<file path="src/rtl/flip_request_sequencer.sv">
// flip_request_sequencer: fetches a clause's variable break data, streams it to the flip selector
// with the 01/10/11 write-enable encoding, and returns the selector's chosen variable over valid/ready.
module flip_request_sequencer #(
  parameter int NSAT = 3,
  parameter int MAX_CLAUSES_PER_VARIABLE = 20,
  parameter int VAR_BITS = 10
) (
  input  logic                                clk,
  input  logic                                reset,
  input  logic                                req_valid_i,
  output logic                                req_ready_o,
  input  logic [NSAT*VAR_BITS-1:0]            req_vars_i,
  output logic                                mem_rd_en_o,
  output logic [VAR_BITS-1:0]                 mem_addr_o,
  input  logic [2*MAX_CLAUSES_PER_VARIABLE-1:0] mem_rd_data_i,
  output logic [MAX_CLAUSES_PER_VARIABLE-1:0] sel_clause_broken_o,
  output logic [MAX_CLAUSES_PER_VARIABLE-1:0] sel_mask_bits_o,
  output logic [NSAT-1:0]                     sel_valid_o,
  output logic [1:0]                          sel_wren_o,
  input  logic [1:0]                          sel_selected_i,
  input  logic [MAX_CLAUSES_PER_VARIABLE-1:0] sel_broken_bits_i,
  output logic                                flip_valid_o,
  input  logic                                flip_ready_i,
  output logic [VAR_BITS-1:0]                 flip_var_o,
  output logic [MAX_CLAUSES_PER_VARIABLE-1:0] flip_broken_bits_o,
  output logic                                flip_none_o
);
  localparam int MC = MAX_CLAUSES_PER_VARIABLE;
  localparam logic [2:0] IDLE = 3'd0, READ = 3'd1, FLUSH = 3'd2, CAPTURE = 3'd3, OUT = 3'd4;
  if (NSAT != 3) begin : g_bad_nsat
    $error("flip_request_sequencer: NSAT must be 3");
  end
  logic [2:0] state;
  logic [1:0] k, rd_k;
  logic rd_pend, hit;
  logic [NSAT-1:0] nz;
  logic [3:0] vld;
  // Slot 3 is a permanent zero so an out-of-range selector code reads as "no variable".
  logic [3:0][VAR_BITS-1:0] vars;
  for (genvar i = 0; i < NSAT; i++) begin : g_nz
    assign nz[i] = |req_vars_i[i*VAR_BITS +: VAR_BITS];
  end
  assign vld = {1'b0, sel_valid_o};
  assign hit = vld[sel_selected_i];
  assign req_ready_o = state == IDLE;
  assign flip_valid_o = state == OUT;
  assign mem_rd_en_o = state == READ;
  assign mem_addr_o = mem_rd_en_o ? vars[k] : '0;
  always_ff @(posedge clk or posedge reset) begin
    if (reset) begin
      state <= IDLE;
      k <= '0;
      rd_k <= '0;
      rd_pend <= 1'b0;
      vars <= '0;
      sel_valid_o <= '0;
      sel_clause_broken_o <= '0;
      sel_mask_bits_o <= '0;
      sel_wren_o <= 2'b00;
      flip_var_o <= '0;
      flip_broken_bits_o <= '0;
      flip_none_o <= 1'b0;
    end else begin
      rd_pend <= mem_rd_en_o;
      rd_k <= k;
      sel_wren_o <= rd_pend ? rd_k + 2'd1 : 2'b00;
      if (rd_pend) begin
        sel_clause_broken_o <= mem_rd_data_i[MC-1:0];
        sel_mask_bits_o <= mem_rd_data_i[2*MC-1:MC];
      end
      case (state)
        IDLE: if (req_valid_i) begin
          vars <= {VAR_BITS'(0), req_vars_i};
          sel_valid_o <= nz;
          k <= '0;
          state <= (|nz) ? READ : OUT;
          if (!(|nz)) begin
            flip_var_o <= '0;
            flip_broken_bits_o <= '0;
            flip_none_o <= 1'b1;
          end
        end
        READ: begin
          k <= (k == 2'd2) ? 2'd0 : k + 2'd1;
          state <= (k == 2'd2) ? FLUSH : READ;
        end
        FLUSH: begin
          k <= k + 2'd1;
          state <= (k == 2'd1) ? CAPTURE : FLUSH;
        end
        CAPTURE: begin
          flip_var_o <= hit ? vars[sel_selected_i] : '0;
          flip_broken_bits_o <= hit ? sel_broken_bits_i : '0;
          flip_none_o <= !hit;
          state <= OUT;
        end
        OUT: if (flip_ready_i) begin
          sel_valid_o <= '0;
          state <= IDLE;
        end
        default: state <= IDLE;
      endcase
    end
  end
endmodule

</file>
<file path="config.mk">
export PLATFORM = sky130hd
export DESIGN_NAME = flip_request_sequencer
export DESIGN_NICKNAME = d
export VERILOG_FILES = /design/src/rtl/flip_request_sequencer.sv
export SDC_FILE = /design/constraint.sdc
export NUM_CORES = 1
export LEC_CHECK = 0
export BUFFER_PORTS_ARGS = -buffer_cell sky130_fd_sc_hd__buf_4
export CORE_AREA = 2 2 143 145
export DETAILED_ROUTE_END_ITERATION = 10
export DIE_AREA = 0 0 145 147
export PLACE_DENSITY_LB_ADDON = 0.08
export SYNTH_ARGS = -nofsm -noshare
export SYNTH_HDL_FRONTEND = slang
export SYNTH_SLANG_ARGS = --single-unit
</file>
<file path="constraint.sdc">
create_clock -name clk -period 4.45 [get_ports clk]
set_input_delay 0.89 -clock clk [delete_from_list [all_inputs] [get_ports clk]]
set_output_delay 0.89 -clock clk [all_outputs]
set_load 0.005 [all_outputs]
</file>
==> results.sh <==
export IMPL_run_status="complete, no violations"
export IMPL_floorplan_die_area_um2=21320
export IMPL_postSynth_asyncResetShare_pct=100.0
export IMPL_tightestPinTransition_ns=1.212
export IMPL_placement_io_buffers=184
export IMPL_final_fill_count=1994
export IMPL_io_pins=185
export IMPL_cts_hold_fix_buffers=0
export IMPL_final_setup_viol_count=0
export IMPL_gp_routability_congestion=0.7440
export IMPL_critical_path_max_fanout=17
export IMPL_worst_r2r_cell_count=3
export IMPL_drt_iter0_drc=137
export IMPL_ctsLongestPathBuffers=2
export IMPL_cts_root_buffer_cell="sky130_fd_sc_hd__clkbuf_16"
export IMPL_timing_setup_critical_path_class="reg2out"
export IMPL_detailed_route_vias_per_instance=4.313
export IMPL_mostFrequentLayoutCell="sky130_fd_sc_hd__buf_4"
export IMPL_globalRouteOverflowTotal=0
export IMPL_netlist_top_cells_area="sky130_fd_sc_hd__dfrtp_1, sky130_fd_sc_hd__mux2_2, sky130_fd_sc_hd__a22o_1"
export IMPL_chipWidth_um=145
export IMPL_syn_area_um2=4860
export IMPL_worst_r2r_setup_slack_ns=2.16
export IMPL_finalCritPeriodShare_pct=74.04
export IMPL_min_path_cells=1
export IMPL_rsz0062_at_grt="false"
export IMPL_routedWlPerCell_um=16.55
export IMPL_grt_busiest_layer="met2"
export IMPL_layout_drive_gt1_share_pct=50.43
export IMPL_cts_sinks=114
export IMPL_cts_repair_timing_setup_buffer_count=0
export IMPL_end_kind="primary output"
export IMPL_cp_required_ns=3.56
export IMPL_path_buf_inv=2
export IMPL_synth_warning_count=0
export IMPL_dp_hpwl_mm=10.44
export IMPL_insertion_delay_of_the_later_clocked_pin_in_the_worst_skew_pair_ns=0.41
export IMPL_ant_nets=0
export IMPL_synthesized_net_count=484
export IMPL_yosys_area_top_type_share_pct=58.70
export IMPL_cap_violations=0
export IMPL_setup_total_negative_slack_ns=0
export IMPL_cts_inserted_buffers=17
export IMPL_max_vdd_ir_drop_uv=277.6
export IMPL_final_max_slew_violation_count=0
export IMPL_n_antenna_cell=0
export IMPL_initial_utilization_pct=24.49
export IMPL_ys_ff_latch=114
export IMPL_grt_util_met2_pct=20.64
export IMPL_timing_final_hold_violations=0
export IMPL_pwr_density_cell_nw_per_um2=701.9
export IMPL_drt_drc_violations_left=0
export IMPL_cts_resized_gates=0
export IMPL_gr_usage_all_layers_pct=13.52
export IMPL_seqCellArea_um2=2854
export IMPL_totalWireLength_mm=14.02
export IMPL_cp_data_arrival_time_ns=2.40
export IMPL_met3_usage_pct=4.503
export IMPL_chipHeight_um=147
export IMPL_yosys_cell_types_count=27
export IMPL_grt_max_degree=60
export IMPL_cts_htree_levels=4
export IMPL_crit_family="flip-flops"
export IMPL_number_of_instances_in_the_synthesized_netlist=384
export IMPL_synth_ff_type="sky130_fd_sc_hd__dfrtp_1"
export IMPL_p_leak_nw=3.351
export IMPL_layout_cells_most_common_list="sky130_fd_sc_hd__buf_4, sky130_fd_sc_hd__dfrtp_1, sky130_fd_sc_hd__mux2_2"
export IMPL_post_synth_cell_area_avg_um2=12.66
export IMPL_cp_num_cells=5
export IMPL_cp_slowest_stage_delay_ns=0.76
export IMPL_cp_start_kind="flop"
export IMPL_layout_core_utilization_pct=35.73
export IMPL_slowest_stage="sky130_fd_sc_hd__dfrtp_1"
export IMPL_design_final_nets=664
export IMPL_footprint_of_the_multi_input_gates_um2=1872
export IMPL_skew_ns=0.006777
export IMPL_synth_seq_area_share_pct=58.70
export IMPL_max_slew_margin_pct=19.14
export IMPL_cts_clk_slew_worst_paths_ns=0.05
export IMPL_synth_enable_flop_cells=0
export IMPL_clock_tree_from_tritoncts="yes"
export IMPL_placement_rows=52
export IMPL_grtUsageMet1_pct=17.68
export IMPL_netlist_top_cell_by_area="sky130_fd_sc_hd__dfrtp_1"
export IMPL_antenna_violations_before_repair=0
export IMPL_first_pass_grt_wire_length_mm=22.04
export IMPL_post_route_min_period_ns=3.295
export IMPL_core_box_area_um2=19840
export IMPL_first_global_vias=3893
export IMPL_first_pass_iters=4
export IMPL_route_vias_total=3653
export IMPL_timing_critical_path_mode_cell="sky130_fd_sc_hd__nor2_1"
export IMPL_hold_path_class="reg2reg"
export IMPL_cell_breakdown_of_the_critical_path="inv_1 -> nor2_1 -> a21oi_1 -> nor2_1 -> buf_4"
export IMPL_upper_clock_frequency_limit_ghz=0.3035
export IMPL_area_growth_synth_to_final_pct=45.88
==> flip-flops by register name (all words and copies together) (netlist names), 2 cells and up <==
name                 count
sel_wren_o               2
vars                    30
state                    3
sel_mask_bits_o         20
sel_clause_broken_o     20
sel_valid_o              3
k                        2
flip_broken_bits_o      20
rd_k                     2
flip_var_o              10
==> worst reg2reg max path, stage by stage, from the launching register on <==
cell and delay [ns]:
sky130_fd_sc_hd__dfrtp_1 0.52, sky130_fd_sc_hd__nor3_1 0.45, sky130_fd_sc_hd__and2_2 0.77, sky130_fd_sc_hd__mux2_2 0.44
==> final timing paths <==
path	startpoint	to
min reg2reg	rd_k[0]	sel_wren_o[0]
min	rd_k[0]	sel_wren_o[0]
max	k[0]	mem_addr_o[0]
min in group asynchronous	reset	sel_clause_broken_o[2]
max reg2reg	state[1]	vars[14]
max in group asynchronous	reset	sel_mask_bits_o[5]
==> power by group <==
part           switching, W  leakage [nW]  total (W)  internal [W]
combinational      0.000662          1.65    0.00170       0.00104
clock              0.000493         0.287    0.00137      0.000880
sequential         0.000410          1.41    0.00190       0.00149
==> layer usage <==
layer  part of all wire (%)  vias to the layer above
met5                      0                        -
met4                    1.8                        0
met3                    6.4                       16
met2                     46                      136
met1                     46                     1771
li1                       -                     1730
==> synthesized netlist by cell type (all sizes together), types with 4 or more instances <==
master  instances
dfrtp         114
ha              4
mux2           70
a22o           31
a21oi          13
nor2           28
buf            11
inv             7
mux2i          22
nand2          23
o21ai          17
nor4            6
clkbuf         15
==> cell type report <==
type                    instances  area share, %
flip-flops and latches        114          40.26
multi-input cells             237          26.40
repair buffers                187          19.80
clock buffers                  19          6.107
well taps                     270          4.765
clock inverters                13          2.259
inverters                       7         0.4059
==> stage by stage <==
stage	hold WS, ns	power [W]	setup slack, ns	cells	area, um2
floorplan	0.3758	0.002757	0.5443	384	4860
global placement	0.4354	0.003630	1.419	815	6496
detailed placement	0.4528	0.003663	1.344	815	6496
CTS	0.4533	0.005059	1.121	847	7089
global route	0.4616	0.005315	0.9872	847	7089
finish	0.4456	0.004976	1.155	847	7089
==> kinds of logic after synthesis <==
group,share of synthesized area (%)
AO/OA/AOI/OAI,9.294
XOR/XNOR,0.1803
adder cells (fa/ha/maj),1.030
buffers and inverters,2.806
flip-flops,58.70
multiplexers,20.75
AND/OR/NAND/NOR,7.235
Power figures use the tool's default switching activity.
